$ cat config.mk
export PLATFORM = sky130hd
export DESIGN_NAME = sym9_rr_scheduler
export DESIGN_NICKNAME = d
export VERILOG_FILES = /design/src/rtl/sym9_rr_scheduler.sv
export SDC_FILE = /design/constraint.sdc
export NUM_CORES = 1
export LEC_CHECK = 0
export ABC_AREA = 1
export CAP_MARGIN = 20
export CORE_MARGIN = 2
export CORE_UTILIZATION = 50
export CTS_BUF_LIST = sky130_fd_sc_hd__clkbuf_8
export DETAILED_ROUTE_END_ITERATION = 8
export GPL_TIMING_DRIVEN = 0
export PLACE_DENSITY_LB_ADDON = 0.2
export SETUP_SLACK_MARGIN = 0.1
export SLEW_MARGIN = 25
export SYNTH_ARGS = -nofsm -noshare
export SYNTH_HDL_FRONTEND = slang
export SYNTH_SLANG_ARGS = --single-unit
export TNS_END_PERCENT = 20
$ cat constraint.sdc
create_clock -name clk -period 4.25 [get_ports clk]
set_input_delay 0.425 -clock clk [delete_from_list [all_inputs] [get_ports clk]]
set_output_delay 0.425 -clock clk [all_outputs]
set_load 0.05 [all_outputs]
$ cat src/rtl/sym9_rr_scheduler.sv
// Round-robin front end sharing one two-stage popcount/window evaluator among NREQ
// requesters; results return tagged with the requester index under full backpressure.
module sym9_rr_scheduler #(
  parameter int unsigned NREQ       = 4,
  parameter int unsigned N          = 9,
  parameter int unsigned LO_DEFAULT = 3,
  parameter int unsigned HI_DEFAULT = 6,
  localparam int unsigned IDW       = (NREQ > 1) ? $clog2(NREQ) : 1,
  localparam int unsigned CW        = $clog2(N + 1)
) (
  input  logic              clk,
  input  logic              rst_n,
  input  logic [NREQ-1:0]   req_valid,
  input  logic [NREQ*N-1:0] req_data,
  output logic [NREQ-1:0]   req_ready,
  input  logic              cfg_we,
  input  logic [CW-1:0]     cfg_lo,
  input  logic [CW-1:0]     cfg_hi,
  output logic              cfg_ack,
  output logic              cfg_err,
  output logic              rsp_valid,
  input  logic              rsp_ready,
  output logic [IDW-1:0]    rsp_id,
  output logic              rsp_y,
  output logic [CW-1:0]     rsp_count,
  output logic              busy
);

  // Stage 1: captured vector and requester index
  logic           r_s1_valid;
  logic [N-1:0]   r_s1_data;
  logic [IDW-1:0] r_s1_id;

  // Stage 2: output register
  logic           r_s2_valid;
  logic [CW-1:0]  r_s2_count;
  logic           r_s2_y;
  logic [IDW-1:0] r_s2_id;

  logic [IDW-1:0] r_ptr;
  logic [CW-1:0]  r_lo;
  logic [CW-1:0]  r_hi;
  logic           r_cfg_ack;
  logic           r_cfg_err;

  logic           w_s2_drain;
  logic           w_s1_adv;
  logic           w_accept_ok;
  logic           w_grant;
  logic [IDW-1:0] w_grant_id;
  logic [NREQ-1:0] w_grant_vec;
  logic [IDW-1:0] w_ptr_next;
  logic [N-1:0]   w_grant_data;
  logic [CW-1:0]  w_count;
  logic           w_y;
  logic           w_busy;
  logic           w_cfg_try;
  logic           w_cfg_legal;

  function automatic logic [CW-1:0] popcount(input logic [N-1:0] v);
    logic [CW-1:0] c;
    c = '0;
    for (int i = 0; i < int'(N); i++) begin
      c = c + CW'(v[i]);
    end
    return c;
  endfunction

  assign w_busy      = r_s1_valid | r_s2_valid;
  assign w_s2_drain  = r_s2_valid & rsp_ready;
  assign w_s1_adv    = r_s1_valid & (~r_s2_valid | w_s2_drain);
  assign w_accept_ok = ~r_s1_valid | w_s1_adv;

  // Scan ptr, ptr+1, ... (mod NREQ) and stop at the first valid requester.
  always_comb begin
    int unsigned v_idx;
    w_grant    = 1'b0;
    w_grant_id = '0;
    v_idx      = 0;
    for (int unsigned k = 0; k < NREQ; k++) begin
      v_idx = (32'(r_ptr) + k) % NREQ;
      if (!w_grant && w_accept_ok && req_valid[v_idx]) begin
        w_grant    = 1'b1;
        w_grant_id = IDW'(v_idx);
      end
    end
  end

  always_comb begin
    w_grant_vec             = '0;
    w_grant_vec[w_grant_id] = w_grant;
  end

  assign req_ready    = w_grant_vec;
  assign w_ptr_next   = IDW'((32'(w_grant_id) + 32'd1) % NREQ);
  assign w_grant_data = req_data[32'(w_grant_id)*N +: N];

  assign w_count = popcount(r_s1_data);
  assign w_y     = (w_count >= r_lo) && (w_count <= r_hi);

  // A window write only lands on an idle evaluator with no grant competing for the cycle.
  assign w_cfg_try   = cfg_we & ~w_busy & ~w_grant;
  assign w_cfg_legal = (cfg_lo <= cfg_hi) && (cfg_hi <= CW'(N));

  always_ff @(posedge clk) begin
    if (!rst_n) begin
      r_s1_valid <= 1'b0;
      r_s1_data  <= '0;
      r_s1_id    <= '0;
      r_s2_valid <= 1'b0;
      r_s2_count <= '0;
      r_s2_y     <= 1'b0;
      r_s2_id    <= '0;
      r_ptr      <= '0;
      r_lo       <= CW'(LO_DEFAULT);
      r_hi       <= CW'(HI_DEFAULT);
      r_cfg_ack  <= 1'b0;
      r_cfg_err  <= 1'b0;
    end else begin
      if (w_s1_adv) begin
        r_s2_valid <= 1'b1;
        r_s2_count <= w_count;
        r_s2_y     <= w_y;
        r_s2_id    <= r_s1_id;
      end else if (w_s2_drain) begin
        r_s2_valid <= 1'b0;
      end

      if (w_grant) begin
        r_s1_valid <= 1'b1;
        r_s1_data  <= w_grant_data;
        r_s1_id    <= w_grant_id;
        r_ptr      <= w_ptr_next;
      end else if (w_s1_adv) begin
        r_s1_valid <= 1'b0;
      end

      r_cfg_ack <= w_cfg_try & w_cfg_legal;
      r_cfg_err <= w_cfg_try & ~w_cfg_legal;
      if (w_cfg_try && w_cfg_legal) begin
        r_lo <= cfg_lo;
        r_hi <= cfg_hi;
      end
    end
  end

  assign rsp_valid = r_s2_valid;
  assign rsp_id    = r_s2_id;
  assign rsp_y     = r_s2_y;
  assign rsp_count = r_s2_count;
  assign busy      = w_busy;
  assign cfg_ack   = r_cfg_ack;
  assign cfg_err   = r_cfg_err;

endmodule

Word-level counts from Yosys, hierarchy flattened
Cells that the tools add are included.
W data, S select, Z words.
- register bits: 32
- latch bits: 0
- bits in writable memories: 0
- memory bits (read-only): 0
- input port bits: 52
- output and inout bits: 15
- logic and storage cells: 89
- memories: 0
- $add $sub $neg: 12
- $mul: 1
- div/mod/pow operators: 0
- order comparisons: 10
- equal/unequal tests: 0
- shifts and indexed selects: 1
- mux-type cells: 22
- bitwise operators: 15
- reduce and logical (&&, ||, !) cells: 16
- operators by type and width (kind ; number):
    $shiftx A36 B7 Y9 ; 1
    $add A4 B1 Y4 ; 5
    $lt A2 B3 Y1 const B ; 5
    $mux W1 ; 13
    $logic_and A1 B1 Y1 ; 11
    $bmux W1 S2 ; 4
    $le A4 B4 Y1 ; 2
    $mux W2 ; 4
    $and A1 B1 Y1 ; 6
    $mul A2 B4 Y6 const B ; 1
    $not A1 Y1 ; 5
    $add A2 B1 Y2 const B ; 2
    $add A2 B2 Y2 const B ; 2
    $add A3 B1 Y4 ; 1
    $and A4 B4 Y4 ; 1
    $ge A4 B4 Y1 ; 1
    $le A4 B4 Y1 const B ; 1
    $reduce_bool A2 Y1 ; 2
    $add A2 B1 Y3 ; 1
    $logic_not A1 Y1 ; 3
    $or A1 B1 Y1 ; 3
    $add A1 B1 Y2 ; 1
    $demux W1 S2 ; 1
    $ge A2 B1 Y1 const B ; 1

Depth between registers and ports, before layout
- word-level depth: 23
- depth in mapped cells: 18
- depth with buffers taken out: 16

Least setup slack after synthesis
Ideal clock, no wire load.
- path type: reg-to-reg
- start: register r_s1_data[0]
- end: register r_s2_y (netlist: rsp_y)
- library setup time: 127 ps
- data arrival time: 3562 ps
- data required time: 4123 ps
- setup slack: 561 ps
- cell stages (with the launch flop): 17
- buffers on the path: 0
- period minus slack after synthesis: 3689 ps
- cells stage by stage: dfxtp_1 fa_1 inv_1 fa_1 fa_1 inv_1 fa_1 inv_1 fa_1 inv_1 ha_1 inv_1 a21oi_1 o21a_1 o21a_1 o21ai_0 a21oi_1
- longest elaborated chain between the ends: 10
- elaborated cells between the ends (all ways): 11
- those cells by class: add/sub: 8; order compare: 2; reduce/logical: 1
- ends and longest elaborated chain (element ; line ; text):
    start, declared ; 31 ; logic [N-1:0] r_s1_data;
    start signal, assigned ; 131 ; r_s1_data <= w_grant_data;
    $add A1 B1 Y2 (*) ; 64 ; c = c + CW'(v[i]);
    $add A2 B1 Y3 (*) ; 64 ;
    $add A3 B1 Y4 (*) ; 64 ;
    $add A4 B1 Y4 (*) (5 in series) ; 64 ;
    via w_count[1] ; 54 ; logic [CW-1:0] w_count;
    $ge A4 B4 Y1 or $le A4 B4 Y1 (tied branches) ; 99 ; assign w_y = (w_count >= r_lo) && (w_count <= r_hi);
    $logic_and A1 B1 Y1 (*) ; 99 ;
    end signal, assigned ; 123 ; r_s2_y <= w_y;
    end, declared ; 37 ; logic r_s2_y;
Mark *: on every way through the listed nets, which the timed path passes. The rest lies on a longest branch.
A chain may end at the register's enable or synchronous reset.

Worst setup path after layout
Ends and elaborated chain as after synthesis.

==> results.sh <==
export IMPL_holdCritPathClass="reg -> reg"
export IMPL_ctsHoldBuffers=0
export IMPL_antenna_found_initial=0
export IMPL_port_buffers=66
export IMPL_p_seq_share_pct=15.2
export IMPL_status="complete, no violations"
export IMPL_critical_path_cell_chain="fa_1 -> inv_1 -> fa_1 -> fa_1 -> inv_1 -> fa_1 -> inv_1 -> fa_1 -> inv_1 -> ha_1 -> inv_1 -> a21oi_1 -> o21a_1 -> o21a_1 -> o21ai_0 -> a21oi_1"
export IMPL_netlist_instances=358
export IMPL_syn_to_final_growth_pct=34.1
export IMPL_fp_dieW_um=73.4
export IMPL_p_switching_mw=1.55
export IMPL_firstDrtPassIters=4
export IMPL_syn_num_nets=433
export IMPL_post_route_period_util_pct=93.0
export IMPL_cp_arrival_ns=4.12
export IMPL_drv_slew=0
export IMPL_die_h_um=73.4
export IMPL_ys_types=32
export IMPL_max_freq_mhz=253
export IMPL_cts_buffer_depth=2
export IMPL_power_mw=2.90
export IMPL_finalClockSkew_ns=0.00511
export IMPL_vias_per_cell=5.11
export IMPL_yosysWarnings=0
export IMPL_antenna_cells=0
export IMPL_grt_first_pass_wirelength_mm=9.80
export IMPL_start_util_pct=51.3
export IMPL_cts_tree="done"
export IMPL_place_ws_ns=0.331
export IMPL_p_int_mw=1.35
export IMPL_relSlewSlack_pct=63.6
export IMPL_path_class="reg -> reg"
export IMPL_worstSetupEndpointType="register"
export IMPL_cp_max_fo=2
export IMPL_syn_area_um2=2410
export IMPL_start_kind="register"
export IMPL_fp_coreArea_um2=4690
export IMPL_syn_avg_cell_area_um2=6.73
export IMPL_netSwitchingFraction_pct=53.5
export IMPL_setup_viol=0
export IMPL_setup_ws_ns=0.296
export IMPL_cts_resized=0
export IMPL_cts_setup_buffers=0
export IMPL_max_stage_delay_ns=0.54
export IMPL_vias=2485
export IMPL_routed_wl_mm=5.97
export IMPL_clk_latency_ns=0.29
export IMPL_cap_violations=0
export IMPL_power_frac_comb_pct=76.3
export IMPL_cp_required_ns=4.41
export IMPL_leakagePower_nw=1.64
export IMPL_cts_buffers=5
export IMPL_hold_viol=0
export IMPL_rsz0062_at_grt="false"
export IMPL_vdd_drop_max_uv=511
export IMPL_mostFrequentLayoutCell="nand2_1"
export IMPL_grt_ovfl_total=0
export IMPL_p_per_area_nw_per_um2=897
export IMPL_cpMaxStageDelayCell="fa_1"
export IMPL_drt_iter0_drc=171
export IMPL_place_hpwl_mm=4.68
export IMPL_io_pins=67
export IMPL_drive_gt1_share_pct=11.6
export IMPL_first_global_vias=2319
export IMPL_whs_ns=0.464
export IMPL_worstMarginPinSlew_ns=0.547
export IMPL_grt_max_degree=12
export IMPL_setup_tns_ns=0
export IMPL_rows=25
export IMPL_htreeDepth=2
export IMPL_routedWlPerCell_um=12.3
export IMPL_dieArea_um2=5390
export IMPL_ys_ff_latch=32
export IMPL_finish_utilization_pct=68.8
export IMPL_place_gp_congestion=0.818
export IMPL_grt_use_total_pct=23.7
export IMPL_ys_seq_area_share_pct=26.6
export IMPL_cts_clk_slew_worst_paths_ns=0.07
export IMPL_finalNetCount=506
export IMPL_cts_root_buf="clkbuf_8"
export IMPL_ant_nets=0
export IMPL_period_minus_slack_ns=3.95
export IMPL_mostFrequentLayoutCells="nand2_1, clkdlybuf4s50_1, inv_1, dfxtp_1, nand3_1"
export IMPL_p_clk_share_pct=8.5
export IMPL_drc=0
export IMPL_clock_sinks=32
==> kinds of logic after synthesis <==
group / count (synthesis) / share of synthesized area, %
compound gates: 44 / 10.1
flops: 32 / 26.6
fa+ha+maj: 23 / 13.5
xor+xnor: 1 / 0.364
buf+inv: 79 / 14.7
simple gates: 179 / 34.7
==> through the flow <==
step,instances,instance area (um^2)
after floorplan,358,2410
after global placement,478,3140
after detailed placement,478,3140
after CTS,486,3230
after global routing,486,3230
final,486,3230
==> per-layer routing <==
| layer | part of all wire [%] | track usage [%] | up-vias |
|---|---|---|---|
| met5 | 0 | 0 | - |
| met4 | 0.94 | 7.47 | 0 |
| met3 | 5.5 | 5.90 | 9 |
| met2 | 51 | 42.7 | 79 |
| met1 | 42 | 27.4 | 1126 |
| li1 | - | - | 1271 |
==> critical path: cells and delay by family, from the launching register on <==
family | cells | cell delay [ns]
AO/OA/AOI/OAI | 5 | 0.63
adder cells (fa/ha/maj) | 6 | 2.51
buffers and inverters | 5 | 0.33
flip-flops | 1 | 0.34
==> synthesized netlist by cell type <==
cell / count / share of area [%]
nand2_2: 11 / 2.9
nand2_1: 90 / 14
buf_6: 5 / 2.3
nor2_1: 27 / 4.2
clkbuf_1: 3 / 0.47
inv_8: 1 / 0.47
or2_2: 4 / 1.0
a32o_1: 1 / 0.42
inv_4: 3 / 0.78
o21ai_0: 13 / 2.7
o21a_1: 2 / 0.62
nand3_2: 2 / 0.83
nand2_4: 3 / 1.4
nand4_2: 2 / 1.0
nand3_4: 1 / 0.73
inv_1: 59 / 9.2
dfxtp_1: 32 / 27
inv_2: 4 / 0.62
nor2_2: 1 / 0.26
nor3_1: 4 / 0.83
nand4_1: 3 / 0.78
o21ai_1: 4 / 0.83
a31oi_1: 1 / 0.26
buf_2: 4 / 0.83
o211ai_1: 1 / 0.31
a211oi_1: 4 / 1.2
nor2_4: 1 / 0.47
a21oi_1: 18 / 3.7
xnor2_1: 1 / 0.36
fa_1: 5 / 4.2
ha_1: 18 / 9.4
nand3_1: 30 / 6.2
==> power by group through the flow <==
stage	clock network, mW	registers (mW)	logic [mW]
6_report	0.245	0.442	2.21
5_1_grt	0.263	0.452	2.48
4_1_cts	0.245	0.442	2.23
3_5_place_dp	0	0.448	2.20
3_3_place_gp	0	0.444	2.11
2_1_floorplan	0	0.531	1.56
==> flip-flops by register name, summed over array words and instances, names as in the netlist <==
signal      cells
r_s1_id         2
rsp_id          2
rsp_y           1
r_hi            4
cfg_ack         1
cfg_err         1
r_ptr           2
r_s1_valid      1
r_s1_data       9
rsp_count       4
r_lo            4
rsp_valid       1
==> worst paths after layout <==
kind / start / endpoint / slack, ns / cells after the start
min reg2reg: r_s1_id[1]$_SDFFE_PN0N_ / r_s1_id[1]$_SDFFE_PN0N_ / 0.46 / 2
min: r_s1_id[1]$_SDFFE_PN0N_ / r_s1_id[1]$_SDFFE_PN0N_ / 0.46 / 2
max reg2reg: r_s1_data[0]$_SDFFE_PN0N_ / rsp_y$_SDFFE_PN0P_ / 0.30 / 16
max: r_s1_data[0]$_SDFFE_PN0N_ / rsp_y$_SDFFE_PN0P_ / 0.30 / 16
==> layout make-up <==
cell class	count	area, um^2
multi-input cells	247	1410
inverters	67	267
fillers	438	1460
clock inverters	2	10.0
plain buffers	12	87.6
repair buffers	66	661
flip-flops and latches	32	641
clock buffers	6	82.6
well taps	54	67.6
Note: power is estimated with default switching activity, not from simulation.
